--- config.mk ---
export PLATFORM = sky130hd
export DESIGN_NAME = pc_next_unit
export DESIGN_NICKNAME = d
export VERILOG_FILES = /design/src/rtl/pc_pkg.sv /design/src/rtl/pc_flow_counters.sv /design/src/rtl/pc_next_unit.sv
export SDC_FILE = /design/constraint.sdc
export NUM_CORES = 1
export LEC_CHECK = 0
export ABC_AREA = 1
export BUFFER_PORTS_ARGS = -buffer_cell sky130_fd_sc_hd__buf_4
export CORE_ASPECT_RATIO = 0.6
export CORE_MARGIN = 2
export CORE_UTILIZATION = 52
export CTS_CLUSTER_SIZE = 25
export DETAILED_ROUTE_END_ITERATION = 16
export GPL_TIMING_DRIVEN = 0
export PLACE_DENSITY = 0.94
export SYNTH_ARGS = -nofsm -noshare
export SYNTH_HDL_FRONTEND = slang
export SYNTH_HIERARCHICAL = 1
export SYNTH_SLANG_ARGS = --single-unit
--- constraint.sdc ---
create_clock -name CLK -period 3.8 [get_ports CLK]
set_clock_uncertainty 0.05 [all_clocks]
set_input_delay 0.38 -clock CLK [delete_from_list [all_inputs] [get_ports CLK]]
set_output_delay 0.38 -clock CLK [all_outputs]
set_load 0.02 [all_outputs]
--- src/rtl/pc_pkg.sv ---
// Shared next-PC source encoding for the PC register and its flow counters.
package pc_pkg;

  typedef enum logic [1:0] {
    PCSRC_SEQ = 2'b00,
    PCSRC_BR  = 2'b01,
    PCSRC_JR  = 2'b10,
    PCSRC_J   = 2'b11
  } pc_src_t;

endpackage

--- src/rtl/pc_flow_counters.sv ---
// Saturating taken-branch and jump counters; one-cycle update, no backpressure.
module pc_flow_counters #(
  parameter int CNT_W = 16
) (
  input  logic             CLK,
  input  logic             RST_n,
  input  logic             taken_i,
  input  logic             jump_i,
  output logic [CNT_W-1:0] taken_cnt_o,
  output logic [CNT_W-1:0] jump_cnt_o
);

  logic [CNT_W-1:0] taken_q, taken_d;
  logic [CNT_W-1:0] jump_q, jump_d;

  // Counters stick at all-ones rather than wrapping back to zero.
  always_comb begin
    taken_d = taken_q;
    jump_d  = jump_q;
    if (taken_i && (taken_q != '1)) taken_d = taken_q + 1'b1;
    if (jump_i && (jump_q != '1))   jump_d  = jump_q + 1'b1;
  end

  always_ff @(posedge CLK or negedge RST_n) begin
    if (!RST_n) begin
      taken_q <= '0;
      jump_q  <= '0;
    end else begin
      taken_q <= taken_d;
      jump_q  <= jump_d;
    end
  end

  assign taken_cnt_o = taken_q;
  assign jump_cnt_o  = jump_q;

endmodule

--- src/rtl/pc_next_unit.sv ---
// PC register and next-PC selector; new PC one cycle after PCWre, Halt freezes it.
// Flow counters are present only when BRANCH_COUNT_EN is defined.
module pc_next_unit
  import pc_pkg::*;
#(
  parameter logic [31:0] RESET_PC = 32'h0000_0000,
  parameter int          CNT_W    = 16
) (
  input  logic             CLK,
  input  logic             RST_n,
  input  logic             PCWre,
  input  logic             Halt,
  input  logic [1:0]       PCSrc,
  input  logic             BranchCond,
  input  logic [31:0]      ExtImm,
  input  logic [31:0]      RegData,
  input  logic [31:0]      JumpAddr,
  input  logic             MisalignClr,
  output logic [31:0]      PC,
  output logic [31:0]      PC4,
  output logic             Misalign,
  output logic [CNT_W-1:0] TakenCnt,
  output logic [CNT_W-1:0] JumpCnt
);

  logic [31:0] pc_q, pc_d;
  logic        mis_q, mis_d;
  logic        accept;
  logic        jr_aligned;
  pc_src_t     src;

  assign src        = pc_src_t'(PCSrc);
  assign accept     = PCWre && !Halt;
  assign jr_aligned = (RegData[1:0] == 2'b00);
  assign PC4        = pc_q + 32'd4;

  // The clear is applied first so that a misaligned jr in the same cycle overrides it.
  always_comb begin
    pc_d  = pc_q;
    mis_d = mis_q;
    if (MisalignClr) mis_d = 1'b0;
    if (accept) begin
      case (src)
        PCSRC_SEQ: pc_d = PC4;
        PCSRC_BR:  pc_d = BranchCond ? (PC4 + (ExtImm << 2)) : PC4;
        PCSRC_JR: begin
          if (jr_aligned) pc_d  = RegData;
          else            mis_d = 1'b1;
        end
        PCSRC_J:   pc_d = JumpAddr;
      endcase
    end
  end

  always_ff @(posedge CLK or negedge RST_n) begin
    if (!RST_n) begin
      pc_q  <= RESET_PC;
      mis_q <= 1'b0;
    end else begin
      pc_q  <= pc_d;
      mis_q <= mis_d;
    end
  end

  assign PC       = pc_q;
  assign Misalign = mis_q;

`ifdef BRANCH_COUNT_EN
  logic taken_ev;
  logic jump_ev;

  assign taken_ev = accept && (src == PCSRC_BR) && BranchCond;
  assign jump_ev  = accept && ((src == PCSRC_J) || ((src == PCSRC_JR) && jr_aligned));

  pc_flow_counters #(
    .CNT_W (CNT_W)
  ) u_flow_counters (
    .CLK         (CLK),
    .RST_n       (RST_n),
    .taken_i     (taken_ev),
    .jump_i      (jump_ev),
    .taken_cnt_o (TakenCnt),
    .jump_cnt_o  (JumpCnt)
  );
`else
  assign TakenCnt = '0;
  assign JumpCnt  = '0;
`endif

endmodule

==> results of run 1 <==
stage by stage:
step                hold slack, ns  instances  cell area [um^2]
finish                     -0.0153       1325              7320
global route                0.0193       1325              7320
CTS                        0.00132       1325              7270
detailed placement           0.299       1317              7110
global placement             0.298       1317              7110
floorplan                   0.0344       1012              5690
layer usage:
metal  vias to the layer above  part of all wire [%]  global-route usage [%]
met3                        46                    16                    8.94
met4                         0                   1.9                    6.65
li1                       3468                     -                       -
met1                      3236                    42                    57.3
met5                         -                     0                       0
met2                       572                    41                    54.5
sequential cells by signal, summed over array words and instances, names as in the netlist:
signal,cells
PC,32
Misalign,1
worst max path at each step:
stage / end / slack (ns) / cells after the start
2_1_floorplan: PC[29] / 0.74 / 19
3_3_place_gp: PC[23] / 0.23 / 22
3_5_place_dp: PC[23] / 0.18 / 22
4_1_cts: PC[23] / 0.16 / 22
5_1_grt: PC[22] / 0.009 / 24
6_report: PC[28] / 0.24 / 20
power by group through the flow:
stage / Sequential [W] / Clock, W / Combinational [W]
finish: 0.000538 / 0.000440 / 0.00195
detailed placement: 0.000535 / 0 / 0.00188
floorplan: 0.000592 / 0 / 0.00114
global placement: 0.000533 / 0 / 0.00185
global route: 0.000546 / 0.000454 / 0.00212
CTS: 0.000531 / 0.000436 / 0.00189
area by class of cell:
class	instances	area [um^2]
Multi-Input combinational cell	768	3990
Fill cell	993	3170
Timing Repair Buffer	166	1250
Sequential cell	33	826
Inverter	158	593
Buffer	53	333
Tap cell	139	174
Clock buffer	7	153
Clock inverter	1	5.00
layout by cell type, fill, tap and decap left out, types with 3 or more instances in the layout:
master / synthesis / layout
nand3_1: 67 / 67
o21bai_1: 5 / 5
a21oi_1: 57 / 56
a21oi_2: 2 / 3
nor2_4: 5 / 5
clkbuf_16: 0 / 5
buf_4: 34 / 200
dfrtp_1: 33 / 33
nand2_1: 331 / 330
inv_2: 14 / 14
nand3b_1: 6 / 6
o21ai_0: 30 / 30
o211ai_1: 4 / 4
clkbuf_1: 14 / 14
ha_1: 34 / 34
nor3_2: 6 / 6
xor2_1: 17 / 14
o2111ai_1: 3 / 3
o21ai_1: 14 / 14
conb_1: 1 / 32
nand2_2: 7 / 8
nand3_2: 4 / 4
xnor2_1: 3 / 3
a22o_1: 4 / 4
inv_1: 142 / 142
nand4_1: 8 / 8
nor2_1: 80 / 76
and2_1: 3 / 3
nor3_1: 5 / 5
nor2_2: 7 / 11
xor2_2: 2 / 4
buf_2: 5 / 5
a221oi_1: 14 / 14
critical path: cells and delay by family, from the launching register on:
kind                       cells  cell delay (ns)
and+or+nand+nor               14             1.49
adders and majority gates      1             0.39
xor gates and xnor gates       1             0.22
buffers and inverters          1             0.15
AOI/OAI and AO/OA              3             0.66
DFF                            1             0.48
cell families after synthesis:
logic type | after synthesis | share of synthesized area (%)
mux | 2 | 0.404
other cells | 1 | 0.0673
xor+xnor | 22 | 3.73
buf+inv | 211 | 16.6
flops | 33 | 14.8
compound gates | 142 | 15.1
fa+ha+maj | 35 | 7.99
simple gates | 535 | 41.3
==> impl_results.md, run 1 <==
- Setup TNS: 0 ns
- Static Leak: 4.19 nW
- Internal power: 0.00140 W
- Critical R2R Capture: PC[28]
- Initial core utilization: 53.2%
- Actual slew at the worst max-slew pin: 0.806 ns
- Sequential power share: 18.4%
- PostCTS Resize Cnt: 0
- Yosys cell types: 45
- Top post-synthesis cells by area: nand2_1 22%, dfrtp_1 15%, inv_1 9.6%
- Maxcap violations: 0
- Util after Layout: 69.8%
- ANT cells: 0
- Seq/Total Area, Yosys: 14.8%
- Ys async rst share: 100%
- Crit end category: flip-flop
- Final Hold Fails: 15
- CP max stage delay: 0.48 ns
- Core area: 10500 um^2
- Kind of critical path: reg2reg
- # H-tree levels: 2
- Worst Setup SP: PC[4]
- First-pass GRT wire length: 33300 um
- Hold slack: -0.0153 ns
- Vias per inst: 5.53
- Fmax: 281 MHz
- IO Count: 201
- Drt first pass iters: 5
- Avg Cell Area, Syn: 5.68 um^2
- Hold crit path type: in2async
- Vias in the first global route: 6164
- Most numerous cell in the Yosys netlist: nand2_1
- Residual DRC count: 0
- Cells on worst reg2reg path: 20
- CTS max path bufs: 2
- Core Rows: 29
- Vias: 7322
- Starting DRT DRC Count: 855
- Final #Nets: 1324
- Crit path arrival time: 3.69 ns
- TritonCTS Buffers: 5
- Routed WL per cell: 16.8 um
- Slowest CP cell: dfrtp_1
- Detailed Place HPWL: 18700 um
- Crit path max fanout: 6
- Fin worst setup slack: 0.236 ns
- Endpoints failing setup: 0
- Share of cells above drive strength 1: 23.0%
- Sw Ratio: 52.3%
- Outcome: finished with violations
- Root Buffer: clkbuf_16
- Syn-to-layout area delta: 31.3%
- Initial antenna violation count: 0
- Peak VDD IR: 0.000326 V
- Sw Pwr: 0.00153 W
- Fin crit share: 93.8%
- Largest net degree at the start of global routing: 34
- Die Y: 84.2 um
- CTS clk-pin slew, worst paths: 0.06 ns
- RSZ-0062 raised after global routing: false
- Post-synth EDFFs: 0
- Critical path, cell by cell: nand3_2 -> nor2_4 -> nand2_2 -> nor2_4 -> nand3_1 -> xor2_1 -> inv_1 -> ha_1 -> a21oi_1 -> o21ai_0 -> nand2_1 -> nand2_1 -> a21oi_1 -> nand2_1 -> nand2_1 -> nand3_1 -> nand2_1 -> nand2_1 -> nand2_1 -> nand2_1
- Place WS: 0.183 ns
- Clk Latency, worst-skew pair: 0.29 ns
- Pwr Density: 400 nW/um^2
- CTS tree: yes
- Ys flop type: dfrtp_1
- Reg2reg start: PC[4]
- R2r setup slk: 0.24 ns
- Port bufs: 166
- Die ar.: 11600 um^2
- Final WL: 22300 um
- Post-Syn Area: 5580 um^2
- Critical Path Source Type: flip-flop
- Post-route ant nets: 0
- Data required, critical path: 3.93 ns
- Die W: 138 um
- Post-CTS Setup Bufs: 0
- Total grt overflow: 0
- GP Congestion: 1.01
- Synth warn: 6
- Fin crit period: 3.56 ns
- Synth top area share: 22.3%
- Total power: 0.00293 W
- Synth Register Bits: 33
- Cell mode on critical path: nand2_1
- Final slew viol count: 0
- Combinational share of power: 66.6%
- Failing checks: negative hold slack
- Post-Synthesis Cells: 981
- Gr usage total: 37.7%
- Slew headroom: 46.0%
- Largest area contributor in the netlist: nand2_1
- Clock power frac: 15.0%
- Commonest cells in the netlist: 331 x nand2_1, 142 x inv_1, 80 x nor2_1
- Post-CTS Hold Buffers: 0
- CTS Sinks: 33
Power figures use the tool's default switching activity.
==> inputs of run 2 (changes only) <==
--- a/config.mk
+++ b/config.mk
@@ -7,14 +7,14 @@
 export LEC_CHECK = 0
 export ABC_AREA = 1
 export BUFFER_PORTS_ARGS = -buffer_cell sky130_fd_sc_hd__buf_4
+export CAP_MARGIN = 10
 export CORE_ASPECT_RATIO = 0.6
 export CORE_MARGIN = 2
-export CORE_UTILIZATION = 52
+export CORE_UTILIZATION = 50
 export CTS_CLUSTER_SIZE = 25
 export DETAILED_ROUTE_END_ITERATION = 16
 export GPL_TIMING_DRIVEN = 0
-export PLACE_DENSITY = 0.94
+export PLACE_DENSITY = 0.91
 export SYNTH_ARGS = -nofsm -noshare
 export SYNTH_HDL_FRONTEND = slang
-export SYNTH_HIERARCHICAL = 1
 export SYNTH_SLANG_ARGS = --single-unit
==> run 2 against run 1 <==
Compared with the run above:
- the run still ends with negative hold slack left
- setup slack lost 0.0066 ns
- combinational power hardly changed
- critical path depth is the same
- routed wire length rose by 2.6%
- design area increased by 0.36%
- maximum frequency decreased by 0.19%
- non-clock buffer count grew 1
- largest cell class unchanged
==> impl_results.md, run 2 <==
- Post-CTS Hold Buffers: 0 (unchanged)
- Routed WL per cell: 17.3 um (was 16.8 um)
- Vias per inst: 5.52 (was 5.53)
- Hold crit path type: in2async (unchanged)
- CTS clk-pin slew, worst paths: 0.06 ns (about the same)
- Core Rows: 29 (unchanged)
- Root Buffer: clkbuf_16 (unchanged)
- Synth Register Bits: 33 (unchanged)
- Post-Synth Simple-Gate Area: 41.3% (unchanged)
- Commonest cells in the netlist: 331 x nand2_1, 142 x inv_1, 80 x nor2_1 (unchanged)
- Maxcap violations: 0 (unchanged)
- Final slew viol count: 0 (unchanged)
- XOR/XNOR Fraction of Synth Area: 3.73% (unchanged)
- Post-Syn Area: 5580 um^2 (unchanged)
- Kind of critical path: reg2reg (unchanged)
- Outcome: finished with violations (unchanged)
- Die ar.: 12000 um^2 (was 11600 um^2)
- Seq/Total Area, Yosys: 14.8% (unchanged)
- Most numerous cell in the Yosys netlist: nand2_1 (unchanged)
- RSZ-0062 raised after global routing: false (unchanged)
- IO Count: 201 (unchanged)
- Initial antenna violation count: 0 (unchanged)
- Static Leak: 4.19 nW (about the same)
- Critical Path Source Type: flip-flop (unchanged)
- Avg Cell Area, Syn: 5.68 um^2 (unchanged)
- Core area: 10700 um^2 (was 10500 um^2)
- Cells on worst reg2reg path: 20 (unchanged)
- Slew headroom: 53.9% (was 46.0%)
- Dpl cell area: 7110 um^2 (unchanged)
- Post-synth EDFFs: 0 (unchanged)
- Synth Area in Compound Gates: 15.1% (unchanged)
- Die Y: 85.8 um (was 84.2 um)
- Setup TNS: 0 ns (unchanged)
- Syn-to-layout area delta: 31.8% (was 31.3%)
- GP Congestion: 0.973 (was 1.01)
- Final Hold Fails: 15 (unchanged)
- Most common cell after layout, fill and taps aside: nand2_1 (unchanged)
- Top post-synthesis cells by area: nand2_1 22%, dfrtp_1 15%, inv_1 9.6% (unchanged)
- Adder-Cell Fraction of Synth Area: 7.99% (unchanged)
- Total grt overflow: 0 (unchanged)
- # H-tree levels: 2 (unchanged)
- Fmax: 280 MHz (was 281 MHz)
- Placed cells: 1317 (unchanged)
- Residual DRC count: 0 (unchanged)
- Vias in the first global route: 6484 (was 6164)
- Crit path max-delay family: simple AND/OR/NAND/NOR gates (unchanged)
- Cell mode on critical path: nand2_1 (unchanged)
- Slowest CP cell: dfrtp_2 (was dfrtp_1)
- Vias: 7318 (was 7322)
- Ys flop type: dfrtp_1 (unchanged)
- Final Cell Area: 7350 um^2 (was 7320 um^2)
- R2r setup slk: 0.23 ns (was 0.24 ns)
- CTS max path bufs: 2 (unchanged)
- Yosys cell types: 45 (unchanged)
- Starting DRT DRC Count: 966 (was 855)
- Final WL: 22900 um (was 22300 um)
- Endpoints failing setup: 0 (unchanged)
- First-pass GRT wire length: 34500 um (was 33300 um)
- Ys async rst share: 100% (unchanged)
- CTS tree: yes (unchanged)
- TritonCTS Buffers: 5 (unchanged)
- Reg2reg start: PC[3] (was PC[4])
- Fin crit period: 3.57 ns (was 3.56 ns)
- Pwr Density: 409 nW/um^2 (was 400 nW/um^2)
- Critical path, cell by cell: ha_1 -> nand2_1 -> inv_2 -> nand2_4 -> inv_2 -> nand2_1 -> nor2_2 -> xor2_2 -> inv_1 -> ha_1 -> nand2_1 -> nand2_1 -> o21bai_4 -> nand3b_1 -> buf_4 -> xor2_1 -> nand2_1 -> nand3_1 -> nand2_1 -> a21oi_1 (was nand3_2 -> nor2_4 -> nand2_2 -> nor2_4 -> nand3_1 -> xor2_1 -> inv_1 -> ha_1 -> a21oi_1 -> o21ai_0 -> nand2_1 -> nand2_1 -> a21oi_1 -> nand2_1 -> nand2_1 -> nand3_1 -> nand2_1 -> nand2_1 -> nand2_1 -> nand2_1)
- Post-route ant nets: 0 (unchanged)
- Fin crit share: 94.0% (was 93.8%)
- Post-Synthesis Cells: 981 (unchanged)
- Most frequent cells in the layout: 329 x nand2_1, 201 x buf_4, 142 x inv_1 (was 330 x nand2_1, 200 x buf_4, 142 x inv_1)
- Port bufs: 166 (unchanged)
- Number of flip-flops under the largest register name: 32 (unchanged)
- CP max stage delay: 0.43 ns (was 0.48 ns)
- Crit path arrival time: 3.73 ns (was 3.69 ns)
- Synth warn: 0 (was 6)
- Peak VDD IR: 0.000309 V (was 0.000326 V)
- Crit path max fanout: 5 (was 6)
- Share of cells above drive strength 1: 23.2% (was 23.0%)
- Drt first pass iters: 6 (was 5)
- Crit end category: flip-flop (unchanged)
- Largest area contributor in the netlist: nand2_1 (unchanged)
- Actual slew at the worst max-slew pin: 0.689 ns (was 0.806 ns)
- Total power: 0.00300 W (was 0.00293 W)
- Data required, critical path: 3.96 ns (was 3.93 ns)
- Crit path depth: 20 (unchanged)
- Synth top area share: 22.3% (unchanged)
- Failing checks: negative hold slack (unchanged)
- Die W: 140 um (was 138 um)
- CTS Sinks: 33 (unchanged)
- Final #Nets: 1325 (was 1324)
- Largest family of logic cells by synthesized area: simple AND/OR/NAND/NOR gates (unchanged)
- Hold slack: -0.0207 ns (was -0.0153 ns)
- Gr usage total: 37.2% (was 37.7%)
- Register Area: 828 um^2 (was 826 um^2)
- Initial core utilization: 52.1% (was 53.2%)
- Non-Filler Instances: 1326 (was 1325)
- Clk Latency, worst-skew pair: 0.29 ns (about the same)
- Fillers: 997 (was 993)
- Largest net degree at the start of global routing: 34 (unchanged)
- Critical R2R Capture: PC[13] (was PC[28])
- Area of the multi-input gates: 3990 um^2 (about the same)
- ANT cells: 0 (unchanged)
- Detailed Place HPWL: 19100 um (was 18700 um)
- CP Buf/Inv Count: 4 (was 1)
- Mux cell area share after synthesis: 0.404% (unchanged)
[run 2: cell counts after synthesis]
Identical to the previous run, type by type.
[run 2: layout make-up]
class / count / area share (%)
buffer: 53 / 4.53
clock buffer: 7 / 1.94
clock inverter: 1 / 0.409
inverter: 158 / 8.07
multi-input combinational: 768 / 54.3
sequential: 33 / 11.3
tap: 139 / 2.37
timing repair buffer: 167 / 17.1
[run 2: cells by family after synthesis]
| logic type | Yosys count |
|---|---|
| AND/OR/NAND/NOR | 535 |
| buffers and inverters | 211 |
| AO/OA/AOI/OAI | 142 |
| adder cells (fa/ha/maj) | 35 |
| flip-flops | 33 |
| XOR/XNOR | 22 |
| multiplexers | 2 |
| other | 1 |
[run 2: how the worst max path moves through the flow]
stage / startpoint / to / slack [ns]
global placement: PC[3] / PC[29] / 0.14
finish: PC[3] / PC[13] / 0.23
floorplan: PC[2] / PC[29] / 0.74
CTS: PC[2] / PC[29] / 0.08
detailed placement: PC[2] / PC[23] / 0.11
global route: PC[10] / PC[23] / 0.01
[run 2: worst reg2reg max path, delay by kind of cell, from the launching register on]
kind            cells  cell delay, ns
compound gates      2            0.34
xor+xnor            2            0.42
fa+ha+maj           2            0.56
buf+inv             4            0.47
flops               1            0.43
simple gates       10            1.22
[run 2: timing repair]
| item | in CTS | in global routing |
|---|---|---|
| setup endpoints to repair | 0 | 11 |
| endpoints found under the hold margin | 0 | 0 |
| buffers inserted | 0 | 1 |
| resized for setup | 0 | 14 |
[run 2: per-layer routing]
metal,up-vias,part of all wire [%],GRT usage (%)
met1,3282,45,56.0
met2,519,40,54.7
met4,0,2.0,6.89
met5,-,0,0
li1,3469,-,-
met3,48,14,8.43
[run 2: power breakdown]
part	leakage, nW	internal, W	switching (W)
logic	3.71	0.000708	0.00127
clock network	0.0841	0.000328	0.000162
registers	0.402	0.000421	0.000116
[run 2: through the flow]
step / worst slack [ns] / util, %
3_5_place_dp: 0.110 / 66.4
5_1_grt: 0.0127 / 68.6
6_report: 0.229 / 68.6
3_3_place_gp: 0.140 / 66.4
2_1_floorplan: 0.740 / -
4_1_cts: 0.0832 / 68.1
==> inputs of run 3 (changes only) <==
==> constraint.sdc (replaced) <==
create_clock -name CLK -period 3.95 [get_ports CLK]
set_clock_uncertainty 0.05 [all_clocks]
set_input_delay 0.395 -clock CLK [delete_from_list [all_inputs] [get_ports CLK]]
set_output_delay 0.395 -clock CLK [all_outputs]
set_load 0.02 [all_outputs]
==> run 3 against run 2 <==
Compared with the run above:
- the flow still finishes with violations (negative hold slack)
- non-clock buffer count fell by 1
- setup slack improved by 0.042 ns
- critical path type unchanged
- highest routed layer unchanged
- sequential power fell by 4.3%
==> impl_results.md, run 3 (synthesis gave the netlist of run 2 again) <==
- Die ar.: 12000 um^2 (unchanged)
- Crit path arrival time: 3.81 ns (was 3.73 ns)
- Met2 Resource Use GR: 54.7% (unchanged)
- Critical Path Source Type: flip-flop (unchanged)
- Fin crit share: 93.1% (was 94.0%)
- Root Buffer: clkbuf_16 (unchanged)
- Core Rows: 29 (unchanged)
- Total grt overflow: 0 (unchanged)
- Met3 usage: 8.43% (unchanged)
- Slew headroom: 53.8% (was 53.9%)
- Gr usage total: 37.2% (unchanged)
- Final Hold Fails: 7 (was 15)
- Port bufs: 166 (unchanged)
- Crit path max fanout: 5 (unchanged)
- Most common cell after layout, fill and taps aside: nand2_1 (unchanged)
- CTS tree: yes (unchanged)
- Hold slack: -0.00916 ns (was -0.0207 ns)
- TritonCTS Buffers: 5 (unchanged)
- Cells on worst reg2reg path: 20 (unchanged)
- CTS clk-pin slew, worst paths: 0.06 ns (about the same)
- Total power: 0.00287 W (was 0.00300 W)
- PostCTS Resize Cnt: 0 (unchanged)
- Setup TNS: 0 ns (unchanged)
- Endpoints failing setup: 0 (unchanged)
- Hold crit path type: in2async (unchanged)
- First-pass GRT wire length: 34500 um (unchanged)
- Fmax: 272 MHz (was 280 MHz)
- Reg2reg start: PC[3] (unchanged)
- Post-CTS Setup Bufs: 0 (unchanged)
- Actual slew at the worst max-slew pin: 0.693 ns (was 0.689 ns)
- Most frequent cells in the layout: 331 x nand2_1, 200 x buf_4, 142 x inv_1 (was 329 x nand2_1, 201 x buf_4, 142 x inv_1)
- Vias per inst: 5.48 (was 5.52)
- Final WL: 22600 um (was 22900 um)
- Pwr Density: 392 nW/um^2 (was 409 nW/um^2)
- Critical R2R Capture: PC[23] (was PC[13])
- Peak VDD IR: 0.000297 V (was 0.000309 V)
- ANT cells: 0 (unchanged)
- Final slew viol count: 0 (unchanged)
- CTS Sinks: 33 (unchanged)
- IO Count: 201 (unchanged)
- Die W: 140 um (unchanged)
- Outcome: finished with violations (unchanged)
- Static Leak: 4.19 nW (about the same)
- Vias: 7261 (was 7318)
- Data required, critical path: 4.08 ns (was 3.96 ns)
- Initial core utilization: 52.1% (unchanged)
- Critical path, cell by cell: ha_1 -> nand2_1 -> nor2_1 -> inv_2 -> nor2_1 -> xor2_1 -> inv_1 -> ha_1 -> nand2_1 -> nor2_2 -> and2_1 -> nand2_1 -> nand2_1 -> nand2_1 -> nand3_1 -> nand3_1 -> nand3_1 -> nand2_1 -> nand2_1 -> nand2_1 (was ha_1 -> nand2_1 -> inv_2 -> nand2_4 -> inv_2 -> nand2_1 -> nor2_2 -> xor2_2 -> inv_1 -> ha_1 -> nand2_1 -> nand2_1 -> o21bai_4 -> nand3b_1 -> buf_4 -> xor2_1 -> nand2_1 -> nand3_1 -> nand2_1 -> a21oi_1)
- Number of flip-flops under the largest register name: 32 (unchanged)
- RSZ-0062 raised after global routing: false (unchanged)
- R2r setup slk: 0.27 ns (was 0.23 ns)
- GRT met1 Usage: 56.0% (unchanged)
- # H-tree levels: 2 (unchanged)
- CTS max path bufs: 2 (unchanged)
- Drt first pass iters: 5 (was 6)
- Fin worst setup slack: 0.271 ns (was 0.229 ns)
- Core area: 10700 um^2 (unchanged)
- Post-route ant nets: 0 (unchanged)
- Crit end category: flip-flop (unchanged)
- GRT Max-Usage Layer: met1 (unchanged)
- Initial antenna violation count: 0 (unchanged)
- Failing checks: negative hold slack (unchanged)
- Die Y: 85.8 um (unchanged)
- Routed WL per cell: 17.1 um (was 17.3 um)
- Fin crit period: 3.68 ns (was 3.57 ns)
- Cell mode on critical path: nand2_1 (unchanged)
- Vias in the first global route: 6484 (unchanged)
- Detailed Place HPWL: 19100 um (unchanged)
- Starting DRT DRC Count: 830 (was 966)
- Fillers: 1004 (was 997)
- Place WS: 0.260 ns (was 0.110 ns)
- CP Buf/Inv Count: 2 (was 4)
- Slowest CP cell: dfrtp_1 (was dfrtp_2)
- Share of cells above drive strength 1: 22.6% (was 23.2%)
- GP Congestion: 0.973 (unchanged)
- Residual DRC count: 0 (unchanged)
- Syn-to-layout area delta: 31.0% (was 31.8%)
- Post-CTS Hold Buffers: 0 (unchanged)
- Kind of critical path: reg2reg (unchanged)
- Largest net degree at the start of global routing: 34 (unchanged)
- Maxcap violations: 0 (unchanged)
- Final #Nets: 1324 (was 1325)
- CP max stage delay: 0.48 ns (was 0.43 ns)
- Clk Latency, worst-skew pair: 0.29 ns (about the same)
- Crit path max-delay family: simple AND/OR/NAND/NOR gates (unchanged)
## run 3: cell types whose count changed in the layout (fill, tap and decap cells not counted), sizes merged
cell	previous run	this run
buf	206	205
## run 3: how the worst max path moves through the flow
| stage | start | end | slack (ns) | depth (start not counted) |
|---|---|---|---|---|
| 3_5_place_dp | PC[2] | PC[23] | 0.26 | 22 |
| 3_3_place_gp | PC[3] | PC[29] | 0.29 | 21 |
| 5_1_grt | PC[3] | PC[23] | 0.01 | 20 |
| 6_report | PC[3] | PC[23] | 0.27 | 20 |
| 4_1_cts | PC[2] | PC[29] | 0.23 | 21 |
| 2_1_floorplan | PC[2] | PC[29] | 0.89 | 19 |
## run 3: area by class of cell
class                           count  area (um^2)  share of cell area (%)
Buffer                             53          333                    4.56
Clock buffer                        7          143                    1.95
Clock inverter                      1         30.0                   0.411
Inverter                          158          593                    8.12
Multi-Input combinational cell    768         3960                    54.2
Sequential cell                    33          826                    11.3
Tap cell                          139          174                    2.38
Timing Repair Buffer              166         1250                    17.1
## run 3: through the flow
step	cell area, um^2	utilization [%]	hold WS [ns]	instances
floorplan	5690	-	0.0494	1012
global placement	7110	66.4	0.313	1317
detailed placement	7110	66.4	0.318	1317
CTS	7280	68.1	0.0163	1325
global route	7300	68.2	0.0314	1325
finish	7300	68.2	-0.00916	1325
## run 3: layer usage
metal  vias up  part of all wire (%)
met2       488                    40
met5         -                     0
met1      3259                    44
met3        47                    15
li1       3467                     -
met4         0                   2.0
## run 3: worst reg2reg max path: stages, from the launching register on
cell and delay, ns:
dfrtp_1 0.48, ha_1 0.22, nand2_1 0.08, nor2_1 0.17, inv_2 0.09, nor2_1 0.26, xor2_1 0.25, inv_1 0.11
ha_1 0.35, nand2_1 0.17, nor2_2 0.25, and2_1 0.16, nand2_1 0.05, nand2_1 0.25, nand2_1 0.13, nand3_1 0.09
nand3_1 0.09, nand3_1 0.11, nand2_1 0.05, nand2_1 0.09, nand2_1 0.05
## run 3: power by group
| part | switching (W) | total [W] | internal (W) | leakage (nW) |
|---|---|---|---|---|
| clock | 0.000160 | 0.000475 | 0.000315 | 0.0841 |
| combinational | 0.00120 | 0.00188 | 0.000671 | 3.70 |
| sequential | 0.000110 | 0.000514 | 0.000404 | 0.404 |
